$ cat config.mk
export PLATFORM = sky130hd
export DESIGN_NAME = decodificador_pwm
export DESIGN_NICKNAME = d
export VERILOG_FILES = /design/src/rtl/decodificador_pwm.sv
export SDC_FILE = /design/constraint.sdc
export NUM_CORES = 1
export LEC_CHECK = 0
export BUFFER_PORTS_ARGS = -buffer_cell sky130_fd_sc_hd__buf_2
export CORE_ASPECT_RATIO = 1.4
export CORE_MARGIN = 2
export CORE_UTILIZATION = 60
export CTS_CLUSTER_SIZE = 40
export DETAILED_ROUTE_END_ITERATION = 6
export PLACE_DENSITY = 0.79
export REMOVE_ABC_BUFFERS = 1
export SLEW_MARGIN = 5
export SYNTH_ARGS = -nofsm -noshare
export SYNTH_HDL_FRONTEND = slang
export SYNTH_SLANG_ARGS = --single-unit
$ cat constraint.sdc
create_clock -name clock -period 4.7 [get_ports clock]
set_clock_uncertainty 0.1 [all_clocks]
set_input_delay 0.235 -clock clock [delete_from_list [all_inputs] [get_ports clock]]
set_output_delay 0.235 -clock clock [all_outputs]
set_load 0.01 [all_outputs]
$ cat src/rtl/decodificador_pwm.sv
// PWM receiver: measures high time and period of each PWM cycle and decodes
// the high time back into the 2-bit width code, with tolerance and stuck-line checks.
module decodificador_pwm #(
  parameter int unsigned conf_periodo = 1250,
  parameter int unsigned largura_00   = 0,
  parameter int unsigned largura_01   = 250,
  parameter int unsigned largura_10   = 500,
  parameter int unsigned largura_11   = 750,
  parameter int unsigned tolerancia   = 20,
  parameter int unsigned timeout      = 2500
) (
  input  logic        clock,
  input  logic        reset,
  input  logic        pwm_in,
  output logic [1:0]  largura,
  output logic [31:0] medida,
  output logic [31:0] periodo_medido,
  output logic        pronto,
  output logic        erro,
  output logic [1:0]  db_estado
);

  localparam logic [1:0] ESPERA = 2'd0;
  localparam logic [1:0] ALTO   = 2'd1;
  localparam logic [1:0] BAIXO  = 2'd2;

  localparam logic [31:0] PERIODO_NOM = 32'(conf_periodo);
  localparam logic [31:0] LARG_00     = 32'(largura_00);
  localparam logic [31:0] LARG_01     = 32'(largura_01);
  localparam logic [31:0] LARG_10     = 32'(largura_10);
  localparam logic [31:0] LARG_11     = 32'(largura_11);
  localparam logic [31:0] TOL         = 32'(tolerancia);
  localparam logic [31:0] TIMEOUT_CNT = 32'(timeout);
  localparam logic [31:0] CNT_MAX     = '1;

  logic s1_q, s2_q, s3_q;
  logic [1:0]  estado_q, estado_d;
  logic [31:0] cnt_per_q, cnt_per_d;
  logic [31:0] cnt_alto_q, cnt_alto_d;
  logic [1:0]  largura_q, largura_d;
  logic [31:0] medida_q, medida_d;
  logic [31:0] periodo_q, periodo_d;
  logic        pronto_q, pronto_d;
  logic        erro_q, erro_d;

  logic rise, fall, timeout_hit;
  logic load_start, close_period, go_timeout;
  logic periodo_ok, largura_match;
  logic [1:0] codigo;
  logic [31:0] cnt_per_inc, cnt_alto_inc;

  // Absolute difference taken in the order that cannot underflow.
  function automatic logic dentro_tol(input logic [31:0] valor, input logic [31:0] nominal);
    logic [31:0] diff;
    diff = (valor >= nominal) ? (valor - nominal) : (nominal - valor);
    return diff <= TOL;
  endfunction

  always_ff @(posedge clock) begin
    if (reset) begin
      s1_q <= 1'b0;
      s2_q <= 1'b0;
      s3_q <= 1'b0;
    end else begin
      // NOTE: non-blocking so each flop samples its predecessor's old value, forming a real 3-stage chain.
      s1_q <= pwm_in;
      s2_q <= s1_q;
      s3_q <= s2_q;
    end
  end

  assign rise        = s2_q & ~s3_q;
  assign fall        = ~s2_q & s3_q;
  assign timeout_hit = (cnt_per_q >= TIMEOUT_CNT);

  assign cnt_per_inc  = (cnt_per_q  == CNT_MAX) ? cnt_per_q  : cnt_per_q  + 32'd1;
  assign cnt_alto_inc = (cnt_alto_q == CNT_MAX) ? cnt_alto_q : cnt_alto_q + 32'd1;

  always_comb begin
    // NOTE: every signal gets a default first so no latch is inferred.
    estado_d     = estado_q;
    load_start   = 1'b0;
    close_period = 1'b0;
    go_timeout   = 1'b0;
    case (estado_q)
      ESPERA: begin
        if (rise)             load_start = 1'b1;
        else if (timeout_hit) go_timeout = 1'b1;
      end
      ALTO: begin
        if (timeout_hit) go_timeout = 1'b1;
        else if (fall)   estado_d   = BAIXO;
      end
      BAIXO: begin
        if (rise) begin
          load_start   = 1'b1;
          close_period = 1'b1;
        end else if (timeout_hit) begin
          go_timeout = 1'b1;
        end
      end
      default: estado_d = ESPERA;
    endcase
    if (load_start) estado_d = ALTO;
    if (go_timeout) estado_d = ESPERA;
  end

  always_comb begin
    periodo_ok    = dentro_tol(cnt_per_q, PERIODO_NOM);
    largura_match = 1'b1;
    codigo        = 2'b00;
    // Lowest matching code wins.
    if (dentro_tol(cnt_alto_q, LARG_00))      codigo = 2'b00;
    else if (dentro_tol(cnt_alto_q, LARG_01)) codigo = 2'b01;
    else if (dentro_tol(cnt_alto_q, LARG_10)) codigo = 2'b10;
    else if (dentro_tol(cnt_alto_q, LARG_11)) codigo = 2'b11;
    else                                      largura_match = 1'b0;
  end

  always_comb begin
    cnt_per_d  = (estado_q == 2'd3) ? 32'd0 : cnt_per_inc;
    cnt_alto_d = (estado_q == ALTO && s2_q) ? cnt_alto_inc : cnt_alto_q;
    largura_d  = largura_q;
    medida_d   = medida_q;
    periodo_d  = periodo_q;
    erro_d     = erro_q;
    pronto_d   = 1'b0;

    if (load_start) begin
      cnt_per_d  = 32'd1;
      cnt_alto_d = 32'd1;
    end

    if (close_period) begin
      medida_d  = cnt_alto_q;
      periodo_d = cnt_per_q;
      pronto_d  = 1'b1;
      if (periodo_ok && largura_match) begin
        largura_d = codigo;
        erro_d    = 1'b0;
      end else begin
        erro_d = 1'b1;
      end
    end

    // Constant-low line is the generator's encoding of width 0; constant-high is a fault.
    if (go_timeout) begin
      cnt_per_d  = 32'd0;
      cnt_alto_d = 32'd0;
      periodo_d  = TIMEOUT_CNT;
      pronto_d   = 1'b1;
      if (s2_q) begin
        medida_d = TIMEOUT_CNT;
        erro_d   = 1'b1;
      end else begin
        largura_d = 2'b00;
        medida_d  = 32'd0;
        erro_d    = 1'b0;
      end
    end
  end

  always_ff @(posedge clock) begin
    if (reset) begin
      estado_q   <= ESPERA;
      cnt_per_q  <= 32'd0;
      cnt_alto_q <= 32'd0;
      largura_q  <= 2'b00;
      medida_q   <= 32'd0;
      periodo_q  <= 32'd0;
      pronto_q   <= 1'b0;
      erro_q     <= 1'b0;
    end else begin
      estado_q   <= estado_d;
      cnt_per_q  <= cnt_per_d;
      cnt_alto_q <= cnt_alto_d;
      largura_q  <= largura_d;
      medida_q   <= medida_d;
      periodo_q  <= periodo_d;
      pronto_q   <= pronto_d;
      erro_q     <= erro_d;
    end
  end

  assign largura        = largura_q;
  assign medida         = medida_q;
  assign periodo_medido = periodo_q;
  assign pronto         = pronto_q;
  assign erro           = erro_q;
  assign db_estado      = estado_q;

endmodule
Word level (Yosys, flattened, before mapping)
Cells that the tools add are included.
{ "word_totals": {"regBits": 137, "latch_bits": 0, "mem_bits_rw": 0, "romBits": 0, "input_bits": 3, "n_memories": 0} }
{ "classes": {"n_addsub": 11, "mul": 0, "div_mod_pow": 0, "order_cmp": 11, "n_eq_ne": 12, "n_shift": 0, "mux": 44, "bitwise_logic": 6, "n_reduce_logical": 13} }
{ "ops": {"columns": ["op", "n"], "rows": [
  ["$mux W32", 7],
  ["$le A32 B5 Y1 const B", 5],
  ["$add A32 B1 Y32 const B", 2],
  ["$eq A32 B32 Y1 const B", 2],
  ["$mux W12", 3],
  ["$ge A32 B1 Y1 const B", 1],
  ["$ge A32 B10 Y1 const B", 1],
  ["$ge A32 B11 Y1 const B", 1],
  ["$ge A32 B12 Y1 const B", 1],
  ["$ge A32 B8 Y1 const B", 1],
  ["$ge A32 B9 Y1 const B", 1],
  ["$sub A1 B32 Y32 const A", 1],
  ["$sub A10 B32 Y32 const A", 1],
  ["$sub A11 B32 Y32 const A", 1],
  ["$sub A32 B10 Y32 const B", 1],
  ["$sub A32 B11 Y32 const B", 1],
  ["$sub A32 B8 Y32 const B", 1],
  ["$sub A32 B9 Y32 const B", 1],
  ["$sub A8 B32 Y32 const A", 1],
  ["$sub A9 B32 Y32 const A", 1],
  ["$mux W1", 22],
  ["$mux W2", 10],
  ["$ne A2 B2 Y1 const B", 3],
  ["$ne A3 B3 Y1 const B", 2],
  ["other kinds (16)", 26]
]} }

Depth between registers and ports, before layout
{ "depth": {"depth_word": 12, "ltp_mapped": 14} }

Worst setup path after synthesis
OpenSTA, ideal clock, no wires.
{ "synth_timing": {"kind": "reg-to-reg", "start": "register cnt_per_q[2]", "end": "register largura_q[0], in the netlist largura[0]", "arrival_time_ns": 3.370, "required_ns": 4.484, "path_slack_ns": 1.114, "stages_incl_launch_ff": 14, "period_less_slack_ns": 3.586, "cell_sequence": "dfxtp_1 > clkbuf_1 > inv_1 > ha_1 > nor2b_1 > and4_1 > a2111o_1 > o21a_1 > xor2_1 > or4_4 > a2111oi_4 > and3_4 > a21oi_1 > a31o_1"} }
{ "synth_via": {"elab_chain_cells": 8, "elab_cells_between_ends": 14, "cone_classes": "add/sub: 2; order compare: 3; mux: 8; reduce/logical: 1"} }
{ "synth_rtl": {"columns": ["element", "line_no", "source"], "rows": [
  ["start, declared", "38", "logic [31:0] cnt_per_q, cnt_per_d;"],
  ["start signal, assigned", "175", "cnt_per_q <= cnt_per_d;"],
  ["$sub A11 B32 Y32, or another cell as far along", "55", "diff = (valor >= nominal) ? (valor - nominal) : (nominal - valor);"],
  ["$mux W32", "55", null],
  ["$le A32 B5 Y1", "56", "return diff <= TOL;"],
  ["$logic_and A1 B1 Y1", "138", "if (periodo_ok && largura_match) begin"],
  ["$mux W2", "138", null],
  ["$mux W2", "134", "if (close_period) begin"],
  ["$mux W2", "152", "if (s2_q) begin"],
  ["$mux W2 (*)", "147", "if (go_timeout) begin"],
  ["end signal, assigned", "177", "largura_q <= largura_d;"],
  ["end, declared", "40", "logic [1:0] largura_q, largura_d;"]
]} }
Mark *: on every way between the ends. The rest lies on a longest branch, timed or not.
A chain may end at the register's enable or synchronous reset.

Worst setup path after layout
{ "layout_timing": {"start": "register cnt_alto_q[10]", "end": "register largura_q[0], in the netlist largura[0]"} }
{ "layout_via": {"elab_chain_cells": 12, "elab_cells_between_ends": 32, "cone_classes": "add/sub: 7; order compare: 8; mux: 16; reduce/logical: 1"} }
{ "layout_rtl": {"columns": ["element", "line_no", "source"], "rows": [
  ["start, declared", "39", "logic [31:0] cnt_alto_q, cnt_alto_d;"],
  ["start signal, assigned", "176", "cnt_alto_q <= cnt_alto_d;"],
  ["$sub A10 B32 Y32, or another cell as far along", "55", null],
  ["$mux W32", "55", null],
  ["$le A32 B5 Y1", "56", null],
  ["$mux W1", "116", "else if (dentro_tol(cnt_alto_q, LARG_11)) codigo = 2'b11;"],
  ["$mux W1", "115", "else if (dentro_tol(cnt_alto_q, LARG_10)) codigo = 2'b10;"],
  ["$mux W1", "114", "else if (dentro_tol(cnt_alto_q, LARG_01)) codigo = 2'b01;"],
  ["$mux W1", "113", "if (dentro_tol(cnt_alto_q, LARG_00)) codigo = 2'b00;"],
  ["$logic_and A1 B1 Y1", "138", null],
  ["$mux W2 (*)", "138", null],
  ["$mux W2 (*)", "134", null],
  ["$mux W2", "152", null],
  ["$mux W2 (*)", "147", null]
]} }
Marked as above.

==> results.ini <==
[timing]
hold_viol = 0
fin_ws_ns = 0.495
tightest_slew_ns = 1.15
rsz0062_at_grt = no
fin_setup_tns_ns = 0
fin_crit_ns = 4.21
fmax_mhz = 238
setup_viol = 0
final.period_utilization_pct = 89.5
slew_headroom_pct = 22.6
maxSlewViolCount = 0

[layout]
nets = 1318
syn_to_final_growth_pct = 14.2
antennaDiodeCount = 0
final_common_cell = nand2_1
final_cell_mix = 164 x nand2_1, 137 x dfxtp_1, 117 x nor2_1
drive_gt1_share_pct = 14.2
final.fill_count = 1318

[grt]
antenna_found_initial = 0
grt-ovfl-total = 0
grt_usage_pct = 39.2
first_global_vias = 9318
grt_first_pass_wirelength_um = 48600
grt_max_degree = 60

[setup_path]
crit_family = compound AO/OA/AOI/OAI gates
timing.rr.start = cnt_alto_q[10]$_SDFFE_PP0P_
r2r_end = largura[0]$_SDFF_PP0_
worst_ep_required_time_ns = 4.92
critPathCapture = largura[0]$_SDFF_PP0_
reg2reg_slack_ns = 0.49
path_common_cell = o2111ai_1
start_kind = flip-flop
end_kind = flip-flop
worstPathMaxFanout = 17
critPathArrivalTime_ns = 4.42
max_stage_delay_ns = 0.70
critPathSlowestCell = or4_1
path_cells = buf_4, or4_1, a31oi_1, nor3_1, a211oi_1, o2111ai_1, a2111oi_0, o2111ai_1, nand2_1, a21oi_1, a31o_1
path_depth = 11
crit_buf_inv = 1
startpoint = cnt_alto_q[10]$_SDFFE_PP0P_
crit_type = reg -> reg
worstRegToRegCells = 11

[run]
maxCapViolCount = 0

[synth]
synthFlopType = dfxtp_1
async_flop_share_pct = 0
yosys-top-cells-area = dfxtp_1 30%, nand2_1 6.9%, a21oi_1 5.9%
ys_seq_area_share_pct = 30.4
synth_cell_type_count = 79
synth-edff-count = 0
synth-seq-cells = 137
synth_area_um2 = 9030
synth.avg_cell_area_um2 = 7.37
synth_top_area_share_pct = 30.4
syn-instance-count = 1226
synth_warnings = 0
yosysTopAreaCell = dfxtp_1

[clock_tree]
clock_latency_ns = 0.42
numClockSinks = 137
cts_setup_buffers = 0
cts_root_buf = clkbuf_16
cts_max_path_buffers = 2
cts_buffers = 17
htreeDepth = 4
cts_tree = done
path_clk_slew_ns = 0.06

[routing]
ant_nets = 0
top_layer = met4
firstDrtPassIters = 6
vias_per_cell = 6.66
wl_met2_um = 15700
via_count = 9958
routed_wl_um = 32300
drc = 0
first_iter_violations = 967
wl_per_cell_um = 21.6
wl_met3_um = 2290
wirelength_met1_um = 11600

[floorplanning]
fp.coreArea_um2 = 14900
fp.dieW_um = 108
die_h_um = 149
die_area_um2 = 16100
row_count = 53
start_util_pct = 60.8
io_pins = 73

[placement]
dpl.hpwl_um = 23100
port_buffers = 72
routabilityCongestion = 1.06
place_ws_ns = 0.726

[power]
vdd_drop_max_v = 0.000246
power.leakage_nw = 3.90
p_per_area_nw_per_um2 = 249

[worst_hold_path]
hp-class = in -> reg
hp-start = reset

[status]
status = finished, final reports clean

==> cell type report <==
class	count	area (um2)	share of cell area, %
clock buffer	19	453	4.39
inverter	25	93.8	0.910
timing repair buffer	126	768	7.45
tap	192	240	2.33
clock inverter	12	116	1.13
sequential	137	2740	26.6
multi-input combinational	985	5900	57.2
==> stage by stage <==
step | total power, mW | instances | hold WS, ns | utilization (%) | cell area (um2)
floorplan | 1.25 | 1147 | 0.204 | - | 8740
global placement | 1.29 | 1464 | 0.322 | 65.6 | 9740
CTS | 2.57 | 1496 | 0.248 | 69.5 | 10300
detailed placement | 1.29 | 1464 | 0.329 | 65.6 | 9740
finish | 2.56 | 1496 | 0.265 | 69.5 | 10300
global route | 2.63 | 1496 | 0.296 | 69.5 | 10300
==> cell families (layout without fill, tap and decap cells) <==
group	after synthesis	in the layout	share of synthesized area, %
AND/OR/NAND/NOR	556	556	30.7
AO/OA/AOI/OAI	311	311	23.3
flip-flops	137	137	30.4
buffers and inverters	123	182	5.11
XOR/XNOR	72	72	6.98
adder cells (fa/ha/maj)	23	23	3.19
multiplexers	3	3	0.332
other	1	20	0.0415
==> power by group <==
part	internal [mW]	total, mW	switching, mW
sequential	1.18	1.20	0.0215
clock	0.760	1.30	0.539
combinational	0.0235	0.0671	0.0436
==> cells in the mapped netlist (5+ instances only) <==
master / n
o211ai_1: 11
a211o_1: 5
o221ai_1: 5
clkbuf_1: 89
a21oi_1: 107
nand3_1: 51
a211oi_1: 15
nand2b_1: 7
o21ai_0: 51
and2_1: 6
a31oi_1: 19
dfxtp_1: 137
o41ai_1: 5
o32ai_1: 6
or2_2: 5
a22oi_1: 5
a2111oi_0: 6
buf_1: 9
and4_1: 8
a221oi_1: 13
ha_1: 23
nor3_1: 44
a31o_2: 6
and3_1: 13
xor2_1: 34
nor4_1: 39
nor2b_1: 9
or4_1: 12
xnor2_1: 38
inv_1: 22
o31ai_1: 5
o21a_1: 5
or3_1: 24
nor2_1: 117
nand4_1: 29
nand2_1: 165
==> worst min path at each step <==
stage | slack (ns) | end | cells past startpoint
finish | 0.27 | db_estado[0]$_SDFFE_PP0P_ | 2
global route | 0.30 | medida[7]$_SDFFE_PP0P_ | 2
CTS | 0.25 | medida[7]$_SDFFE_PP0P_ | 2
detailed placement | 0.33 | s2_q$_SDFF_PP0_ | 1
global placement | 0.32 | s2_q$_SDFF_PP0_ | 1
floorplan | 0.20 | medida[15]$_SDFFE_PP0P_ | 1
==> per-layer routing <==
metal | up-vias | global-route usage [%]
li1 | 4603 | -
met1 | 4605 | 42.3
met2 | 550 | 67.4
met3 | 200 | 6.33
met4 | 0 | 30.0
met5 | - | 0
==> worst reg2reg max path, cell delays in order, from the launching register on <==
cell	delay (ns)
dfxtp_1	0.54
buf_4	0.30
or4_1	0.70
a31oi_1	0.45
nor3_1	0.10
a211oi_1	0.41
o2111ai_1	0.21
a2111oi_0	0.58
o2111ai_1	0.29
nand2_1	0.16
a21oi_1	0.08
a31o_1	0.17
==> registers in the layout (all words and copies together) (netlist names), 2 cells and up <==
signal and count:
db_estado 2, cnt_alto_q 32, periodo_medido 32, cnt_per_q 32
medida 32, largura 2
==> repair_timing <==
action                                  in CTS  in global routing
hold endpoints to repair                     1                  0
hold buffers                                 1                  0
resized for setup                            0                  0
endpoints found under the setup margin       0                  0
Note: power is estimated with default switching activity, not from simulation.
